===== src/rtl/fpu_issue_queue.sv =====
// fpu_issue_queue
//   Buffers FPU ops issued from the E stage in an in-order FIFO and dispatches
//   them to the FPU datapath under valid/ready, with at most INFLIGHT ops
//   outstanding. Destination registers of queued and outstanding ops are
//   reported back to the hazard logic as pending; results come back as a
//   registered write-back port.
//
// Ports
//   clk, rst                 clock, synchronous active-high reset
//   enq_*                    op issued from E (enq_valid already qualified)
//   full                     issue FIFO holds DEPTH entries
//   Rs1E, Rs2E               E-stage sources checked against pending rds
//   operand_invalid1/2       source still pending in queue or FPU
//   fpu_req_*                dispatch request to the FPU (valid/ready)
//   fpu_resp_valid/data      FPU results, in dispatch order
//   RegWriteW_fpu, RdW_fpu,
//   ResultW_fpu              write-back port, one cycle after a response
//   overflow_err             sticky: enqueue while full, or orphan response
//
// Configuration
//   FPU_BYPASS_EN            when defined, an op arriving at an empty FIFO is
//                            offered to the FPU in the same cycle.

module fpu_issue_queue #(
  parameter int DEPTH    = 4,
  parameter int INFLIGHT = 4,
  parameter int XLEN     = 32
) (
  input  logic            clk,
  input  logic            rst,
  input  logic            enq_valid,
  input  logic [5:0]      enq_rd,
  input  logic [4:0]      enq_funct,
  input  logic [XLEN-1:0] enq_src1,
  input  logic [XLEN-1:0] enq_src2,
  output logic            full,
  input  logic [5:0]      Rs1E,
  input  logic [5:0]      Rs2E,
  output logic            operand_invalid1,
  output logic            operand_invalid2,
  output logic            fpu_req_valid,
  input  logic            fpu_req_ready,
  output logic [4:0]      fpu_req_funct,
  output logic [XLEN-1:0] fpu_req_a,
  output logic [XLEN-1:0] fpu_req_b,
  input  logic            fpu_resp_valid,
  input  logic [XLEN-1:0] fpu_resp_data,
  output logic            RegWriteW_fpu,
  output logic [5:0]      RdW_fpu,
  output logic [XLEN-1:0] ResultW_fpu,
  output logic            overflow_err
);

  localparam int AW  = $clog2(DEPTH);
  localparam int CW  = $clog2(DEPTH) + 1;
  localparam int IW  = (INFLIGHT > 1) ? $clog2(INFLIGHT) : 1;
  localparam int ICW = $clog2(INFLIGHT) + 1;

  // Issue FIFO storage; a per-entry valid bit makes the pending scan simple.
  logic [5:0]      fifo_rd    [DEPTH];
  logic [4:0]      fifo_funct [DEPTH];
  logic [XLEN-1:0] fifo_a     [DEPTH];
  logic [XLEN-1:0] fifo_b     [DEPTH];
  logic [DEPTH-1:0] fifo_vld;
  logic [AW-1:0]   wr_ptr, rd_ptr;
  logic [CW-1:0]   count;

  // Destination registers of ops handed to the FPU, oldest at if_rd_ptr.
  logic [5:0]        if_rd [INFLIGHT];
  logic [INFLIGHT-1:0] if_vld;
  logic [IW-1:0]     if_wr_ptr, if_rd_ptr;
  logic [ICW-1:0]    if_count;

  logic [5:0] wb_rd;
  logic       wb_we;

  logic can_issue, bypass, fire, deq, enq_accept, resp_pop;
  logic [5:0] disp_rd;

  assign full      = (count == CW'(DEPTH));
  assign can_issue = (if_count < ICW'(INFLIGHT));

`ifdef FPU_BYPASS_EN
  assign bypass = (count == '0) && can_issue && enq_valid;
`else
  assign bypass = 1'b0;
`endif

  // During bypass the request comes straight from the enq inputs; otherwise
  // the FIFO head is shown and held until the FPU takes it.
  assign fpu_req_valid = ((count != '0) && can_issue) || bypass;
  assign fpu_req_funct = bypass ? enq_funct : fifo_funct[rd_ptr];
  assign fpu_req_a     = bypass ? enq_src1  : fifo_a[rd_ptr];
  assign fpu_req_b     = bypass ? enq_src2  : fifo_b[rd_ptr];
  assign disp_rd       = bypass ? enq_rd    : fifo_rd[rd_ptr];

  assign fire       = fpu_req_valid && fpu_req_ready;
  assign deq        = fire && !bypass;
  // A bypassed op that the FPU accepts never touches the FIFO.
  assign enq_accept = enq_valid && !full && !(bypass && fpu_req_ready);
  assign resp_pop   = fpu_resp_valid && (if_count != '0);

  assign RegWriteW_fpu = wb_we;
  assign RdW_fpu       = wb_rd;

  // Control state: pointers, counts, valid bits, write-back and error flag.
  always_ff @(posedge clk) begin
    if (rst) begin
      wr_ptr       <= '0;
      rd_ptr       <= '0;
      count        <= '0;
      fifo_vld     <= '0;
      if_wr_ptr    <= '0;
      if_rd_ptr    <= '0;
      if_count     <= '0;
      if_vld       <= '0;
      wb_we        <= 1'b0;
      wb_rd        <= '0;
      ResultW_fpu  <= '0;
      overflow_err <= 1'b0;
    end else begin
      if (enq_accept) begin
        fifo_vld[wr_ptr] <= 1'b1;
        wr_ptr           <= wr_ptr + 1'b1;
      end
      if (deq) begin
        fifo_vld[rd_ptr] <= 1'b0;
        rd_ptr           <= rd_ptr + 1'b1;
      end
      count <= count + CW'(enq_accept) - CW'(deq);

      if (fire) begin
        if_vld[if_wr_ptr] <= 1'b1;
        if_wr_ptr <= (if_wr_ptr == IW'(INFLIGHT - 1)) ? '0 : if_wr_ptr + 1'b1;
      end
      if (resp_pop) begin
        if_vld[if_rd_ptr] <= 1'b0;
        if_rd_ptr <= (if_rd_ptr == IW'(INFLIGHT - 1)) ? '0 : if_rd_ptr + 1'b1;
      end
      if_count <= if_count + ICW'(fire) - ICW'(resp_pop);

      // Register 0 is computed and returned but never written.
      wb_we <= resp_pop && (if_rd[if_rd_ptr] != 6'd0);
      if (resp_pop) begin
        wb_rd       <= if_rd[if_rd_ptr];
        ResultW_fpu <= fpu_resp_data;
      end

      if ((enq_valid && full) || (fpu_resp_valid && (if_count == '0)))
        overflow_err <= 1'b1;
    end
  end

  // Payload storage needs no reset; the valid bits qualify every entry.
  always_ff @(posedge clk) begin
    if (enq_accept) begin
      fifo_rd[wr_ptr]    <= enq_rd;
      fifo_funct[wr_ptr] <= enq_funct;
      fifo_a[wr_ptr]     <= enq_src1;
      fifo_b[wr_ptr]     <= enq_src2;
    end
    if (fire)
      if_rd[if_wr_ptr] <= disp_rd;
  end

  // Pending scan over every live entry; duplicates of one rd keep it pending
  // until the last copy leaves.
  always_comb begin
    operand_invalid1 = 1'b0;
    operand_invalid2 = 1'b0;
    for (int i = 0; i < DEPTH; i++) begin
      if (fifo_vld[i] && (fifo_rd[i] == Rs1E)) operand_invalid1 = 1'b1;
      if (fifo_vld[i] && (fifo_rd[i] == Rs2E)) operand_invalid2 = 1'b1;
    end
    for (int j = 0; j < INFLIGHT; j++) begin
      if (if_vld[j] && (if_rd[j] == Rs1E)) operand_invalid1 = 1'b1;
      if (if_vld[j] && (if_rd[j] == Rs2E)) operand_invalid2 = 1'b1;
    end
    if (Rs1E == 6'd0) operand_invalid1 = 1'b0;
    if (Rs2E == 6'd0) operand_invalid2 = 1'b0;
  end

endmodule


===== config.mk =====
export PLATFORM = sky130hd
export DESIGN_NAME = fpu_issue_queue
export DESIGN_NICKNAME = d
export VERILOG_FILES = /design/src/rtl/fpu_issue_queue.sv
export SDC_FILE = /design/constraint.sdc
export NUM_CORES = 1
export LEC_CHECK = 0
export CORE_ASPECT_RATIO = 1.5
export CORE_MARGIN = 2
export CORE_UTILIZATION = 49
export CTS_BUF_LIST = sky130_fd_sc_hd__clkbuf_4 sky130_fd_sc_hd__clkbuf_8 sky130_fd_sc_hd__clkbuf_16
export DETAILED_ROUTE_END_ITERATION = 12
export GPL_TIMING_DRIVEN = 0
export PLACE_DENSITY_LB_ADDON = 0.08
export SLEW_MARGIN = 20
export SYNTH_ARGS = -nofsm -noshare
export SYNTH_HDL_FRONTEND = slang
export SYNTH_SLANG_ARGS = --single-unit

===== constraint.sdc =====
create_clock -name clk -period 3.2 [get_ports clk]
set_input_delay 0.32 -clock clk [delete_from_list [all_inputs] [get_ports clk]]
set_output_delay 0.32 -clock clk [all_outputs]
set_load 0.01 [all_outputs]

### After elaboration in Yosys (flattened, before gate mapping)

Memory sizes are Yosys's and may differ from the RTL's. A register that Yosys moved wholly into a read port is not among the register bits.
Cells that the tools add are included.
Widths: inputs -> output; s select.

| word-level totals | value |
|---|---|
| bits in registers | 62 |
| bits in writable memories | 324 |
| output and inout port bits | 113 |
| memories | 5 |

Memories:

| memory | words | bits a word | rd ports | clocked after Yosys merged registers in | wr ports | line | RTL |
|---|---|---|---|---|---|---|---|
| fifo_a | 4 | 32 | 1 | 1 | 1 | 62 | `logic [XLEN-1:0] fifo_a [DEPTH];` |
| fifo_b | 4 | 32 | 1 | 1 | 1 | 63 | `logic [XLEN-1:0] fifo_b [DEPTH];` |
| fifo_rd | 4 | 6 | 5 | 1 | 1 | 60 | `logic [5:0] fifo_rd [DEPTH];` |
| if_rd | 4 | 6 | 5 | 1 | 1 | 69 | `logic [5:0] if_rd [INFLIGHT];` |
| fifo_funct | 4 | 5 | 1 | 1 | 1 | 61 | `logic [4:0] fifo_funct [DEPTH];` |

| operators by class | value |
|---|---|
| add/subtract/negate cells | 8 |
| $lt $le $gt $ge | 9 |
| eq/ne operators | 19 |
| muxes and demuxes | 48 |
| bitwise operators | 6 |
| reductions and logical operators | 35 |

Operator list:

| cell | number |
|---|---|
| $eq 6x6->1 | 16 |
| $logic_and 1x1->1 | 27 |
| $mux 1 | 26 |
| $mux 2 | 12 |
| $mux 4 | 6 |
| $logic_not 6->1 | 2 |
| $lt 2x3->1 const B | 4 |
| $add 2x1->2 const B | 4 |
| $and 4x4->4 | 2 |
| $demux 1 s2 | 4 |
| $ge 2x1->1 const B | 4 |
| $not 4->4 | 2 |
| $or 4x4->4 | 2 |
| $add 3x1->3 | 2 |
| $reduce_bool 3->1 | 2 |
| $reduce_bool 6->1 | 1 |
| $sub 3x1->3 | 2 |
| $eq 2x2->1 const B | 2 |
| $eq 3x3->1 const B | 1 |
| $logic_not 3->1 | 1 |
| $lt 3x3->1 const B | 1 |
| $logic_not 1->1 | 1 |
| $logic_or 1x1->1 | 1 |

### Longest topological paths before layout

An unclocked memory read counts as a cell.

| logic depth | value |
|---|---|
| depth after elaboration | 12 |
| mapped depth | 12 |

### Worst setup path after synthesis

OpenSTA, ideal clock, no wires.

| timing | value |
|---|---|
| path type | flip-flop to flip-flop |
| start | register count[2] |
| end | memory fifo_a[1][0] (enable) |
| library setup time | 0.442 ns |
| data arrival time | 2.638 ns |
| required time | 2.758 ns |
| path slack | 0.120 ns |
| cell stages (with the launch flop) | 5 |
| path buffers | 1 |
| clock period less this slack | 3.080 ns |
| cell sequence | dfxtp_1 > nor3b_1 > nor2b_1 > clkbuf_1 > and2_1 |

| on the way | value |
|---|---|
| cells in the longest elaborated chain, start to end | 5 |

RTL lines:

| item | line | RTL |
|---|---|---|
| start, declared | 66 | `logic [CW-1:0] count;` |
| start signal, assigned | 130 | `count <= count + CW'(enq_accept) - CW'(deq);` |
| $eq 3x3->1 | 80 | `assign full = (count == CW'(DEPTH));` |
| named net full | 36 | `output logic full,` |
| $logic_not 1->1 | 100 | `assign enq_accept = enq_valid && !full && !(bypass && fpu_req_ready);` |
| $logic_and 1x1->1 | 100 |  |
| $mux 1 | 156 | `if (enq_accept) begin` |
| $mux 1 (implied by the code) | 159 | `fifo_a[wr_ptr] <= enq_src1;` |
| end, declared | 62 |  |

The timed path passes the listed nets, and every way through them passes these cells.

==> impl_summary.log <==
INFO  metric status = completed
INFO  metric num_io_pins = 237
INFO  metric yosys_register_bits = 390
INFO  metric power.internal = 10.7 mW
INFO  metric vias_per_cell = ~5.4
INFO  metric layout-drive-gt1-share = 0.142
INFO  metric synth.net_count = 1,021
INFO  metric min_delay_worst_type = in2reg
INFO  metric clock-sinks = 390
INFO  metric met1_track_demand_over_resource = 0.222
INFO  metric grt_pass1_wl = 50.8 mm
INFO  metric grt_start_max_net_pins = 47
INFO  metric power.static_leakage = 6.37 nW
INFO  metric slew_viol_final = 0
INFO  metric share_seq_of_total_power = 0.443
INFO  metric use_met3 = 0.0532
INFO  metric number_of_iterations_in_the_first_detailed_routing_pass = 4
INFO  metric share_of_the_synthesized_area_in_the_top_cell_type = 0.631
INFO  metric antenna_violations_before_repair = 1
INFO  metric fin_crit_sh = 0.957
INFO  metric power_per_cell_area = 751 nW/um^2
INFO  metric post_synth_instance_area = 15,400 sq um
INFO  metric clockRootBuffer = sky130_fd_sc_hd__clkbuf_16
INFO  metric cts_max_path_buffers = 3
INFO  metric global_route.usage.met2 = 0.378
INFO  metric start_util = 0.497
INFO  metric fin_worst_skew = 0.0242 ns
INFO  metric syn_area_per_cell = 17.6 sq um
INFO  metric tritoncts_clock_tree = done
INFO  metric synth_area_leader = sky130_fd_sc_hd__edfxtp_1
INFO  metric fp.dieW = 149 um
INFO  metric p_clk_frac = 0.289
INFO  metric setup.worst_path.start_class = register
INFO  metric async_reset_ff_frac = 0
INFO  metric max_freq = 0.327 GHz
INFO  metric remaining_drc_errors = 0
INFO  metric fp.dieArea = 33,000 sq um
INFO  metric yosysWarnings = 0
INFO  metric grt_remaining_overflow = 0
INFO  metric p_switching = 3.93 mW
INFO  metric cts-hold-fix-buffers = 0
INFO  metric yosysUniqueCellTypes = 31
INFO  metric layout_min_cycle_time = 3.06 ns
INFO  metric worst_slack = ~0.14 ns
INFO  metric max_slew_margin = 0.512
INFO  metric number_of_enable_flip_flop_cells_after_synthesis = 324
INFO  metric required = around 2.9 ns
INFO  metric timing.critical_path.to_type = output port
INFO  metric yosys-top-cells-area = sky130_fd_sc_hd__edfxtp_1, sky130_fd_sc_hd__mux4_2, sky130_fd_sc_hd__dfxtp_1, sky130_fd_sc_hd__xnor2_1, sky130_fd_sc_hd__xor2_1
INFO  metric clkTransAtPathRegs = 0.06 ns
INFO  metric share_comb_of_total_power = 0.269
INFO  metric timing_worst_setup_path_type = reg2out
INFO  metric route.detailed.wl_per_inst = about 21 um
INFO  metric power.ir.vdd_worst = 0.507 mV
INFO  metric drt-initial-drc-count = 368
INFO  metric synthFlopType = sky130_fd_sc_hd__edfxtp_1
INFO  metric fraction_of_power_spent_switching_nets = 0.269
INFO  metric final_antenna_net_count = 0
INFO  metric layout-area-overhead-vs-synth = 26.1%
INFO  metric final_cell_area = 19,500 sq um
INFO  metric core_region_area = 31,000 sq um
INFO  metric io_buffer_count = 223
INFO  metric detailedPlace.worstSlack = 0.0312 ns
INFO  metric area_of_the_multi_input_gates = 4120 sq um
INFO  metric drv.max_cap_violation_count = 0
INFO  metric timing_hold_violations_final = 0
INFO  metric layout.nets = approximately 1,300
INFO  metric cts.htree.levels = 2
INFO  metric vias = 8,435
INFO  metric critical_path.max_fanout = 10
INFO  metric worst_ep_arrival_time = 2.74 ns
INFO  metric final.fill_count = 2,334
INFO  metric setup-violations-final = 0
INFO  metric cts_buffers = 37
INFO  metric dp_hpwl = 22.4 mm
INFO  metric row_count = 79
INFO  metric syn-instance-count = between 800 and 900
INFO  metric gr-usage-all-layers = 0.204
INFO  metric seq_area_frac_synth = 0.716
INFO  metric total_power = roughly 15 mW
INFO  metric final-seq-area = 11,100 sq um
INFO  metric top_usage_layer = met2
INFO  metric insertion_delay = 0.53 ns
INFO  metric dieHeight = 221 um
INFO  metric max_slew.worst_pin.slew = 0.732 ns
INFO  metric grt_pass1_vias = between 8,000 and 9,000
INFO  metric wl_final = between 30 and 40 mm
INFO  metric unrepaired_setup_endpoints_after_global_routing = yes
INFO  metric finalWeightedCongestion = 0.860
INFO  metric hold_slack = 0.178 ns
INFO  metric place_area = roughly 18,000 sq um
metal layers:
metal / vias to the layer above / routed length (um)
li1: 3880 / -
met1: 4264 / 11900
met2: 221 / 18100
met3: 68 / 2000
met4: 2 / 1220
met5: - / 11
synthesized netlist by cell type (5+ instances only):
cell / count
sky130_fd_sc_hd__dfxtp_1: 66
sky130_fd_sc_hd__nor2b_1: 5
sky130_fd_sc_hd__clkbuf_1: 25
sky130_fd_sc_hd__inv_1: 16
sky130_fd_sc_hd__xnor2_1: 54
sky130_fd_sc_hd__nand2_1: 78
sky130_fd_sc_hd__a21oi_1: 46
sky130_fd_sc_hd__nor3_1: 6
sky130_fd_sc_hd__nor4_1: 20
sky130_fd_sc_hd__nor2_1: 17
sky130_fd_sc_hd__and2_1: 5
sky130_fd_sc_hd__ha_1: 20
sky130_fd_sc_hd__mux4_2: 77
sky130_fd_sc_hd__nand4_1: 16
sky130_fd_sc_hd__xor2_1: 48
sky130_fd_sc_hd__edfxtp_1: 324
sky130_fd_sc_hd__buf_2: 20
logic make-up (layout without fill, tap and decap cells):
family,count (synthesis),count (layout),share of synthesized area
muxes,85,85,0.122
DFF,390,390,0.716
buffers and inverters,64,357,0.0177
and+or+nand+nor,157,157,0.0483
other,0,1,0
AOI/OAI and AO/OA,55,55,0.0194
adders and majority gates,22,22,0.0188
xor gates and xnor gates,102,102,0.0579
placed cells by master, fill, tap and decap left out, types with 5 or more instances in the layout:
master / instances
sky130_fd_sc_hd__clkinv_2: 6
sky130_fd_sc_hd__nor4_1: 20
sky130_fd_sc_hd__edfxtp_1: 324
sky130_fd_sc_hd__mux4_2: 77
sky130_fd_sc_hd__nand4_1: 16
sky130_fd_sc_hd__xor2_1: 48
sky130_fd_sc_hd__clkdlybuf4s50_1: 223
sky130_fd_sc_hd__nor2_1: 17
sky130_fd_sc_hd__nor3_1: 6
sky130_fd_sc_hd__clkinv_1: 9
sky130_fd_sc_hd__dfxtp_1: 66
sky130_fd_sc_hd__a21oi_1: 46
sky130_fd_sc_hd__clkbuf_1: 24
sky130_fd_sc_hd__buf_2: 20
sky130_fd_sc_hd__clkbuf_16: 38
sky130_fd_sc_hd__xnor2_1: 54
sky130_fd_sc_hd__nor2b_1: 5
sky130_fd_sc_hd__nand2_1: 78
sky130_fd_sc_hd__inv_1: 16
sky130_fd_sc_hd__ha_1: 20
flip-flops by register name, indices dropped and copies added (netlist names), 3 cells and up, named ones only:
signal,cells
fifo_rd,24
if_count,3
fifo_b,128
if_vld,4
count,3
if_rd,24
ResultW_fpu,32
RdW_fpu,6
fifo_funct,20
fifo_a,128
fifo_vld,4
worst max-delay path, cell delays in order (launching register included):
cell and delay [ns]:
sky130_fd_sc_hd__dfxtp_1 0.35, sky130_fd_sc_hd__clkbuf_2 0.35, sky130_fd_sc_hd__clkbuf_1 0.55, sky130_fd_sc_hd__mux4_2 0.41, sky130_fd_sc_hd__clkdlybuf4s50_1 0.54
path summary, 6_finish.rpt:
check        slack [ns]            from             end  cells after the start
max                0.14        register   fpu_req_b[16]                      4
max reg2reg        0.36     if_count[2]     if_count[2]                     12
min                0.18             rst        count[0]                      2
min reg2reg        0.45  ResultW_fpu[9]  ResultW_fpu[9]                      2
area by class of cell:
class / count / share of cell area
Multi-Input combinational cell: 421 / 0.212
Sequential cell: 390 / 0.568
Antenna cell: 1 / 0.000129
Timing Repair Buffer: 227 / 0.120
Tap cell: 405 / 0.0260
Clock inverter: 21 / 0.00810
Buffer: 47 / 0.0108
Clock buffer: 45 / 0.0525
Inverter: 17 / 0.00328
through the flow:
| step | util | TNS (ns) | cells |
|---|---|---|---|
| global route | 0.627 | -0.416 | 1573 |
| CTS | 0.627 | 0 | 1573 |
| floorplan | - | 0 | 875 |
| global placement | 0.585 | -552.51 | 1503 |
| detailed placement | 0.589 | 0 | 1507 |
| finish | 0.627 | 0 | 1574 |
repair_timing:
item | 4_1_cts | 5_1_grt
gates resized for setup | 1 | 1
setup buffers | 0 | 0
setup endpoints to repair | 50 | 23
power by group through the flow:
stage	clock network, mW	registers [mW]	logic, mW
after floorplan	0	6.57	2.15
after global placement	0	6.62	3.93
after detailed placement	0	6.59	3.98
after CTS	4.35	6.48	4.01
after global routing	4.53	6.52	4.26
final	4.22	6.47	3.93
No activity file was read; power rests on OpenSTA's default activity.
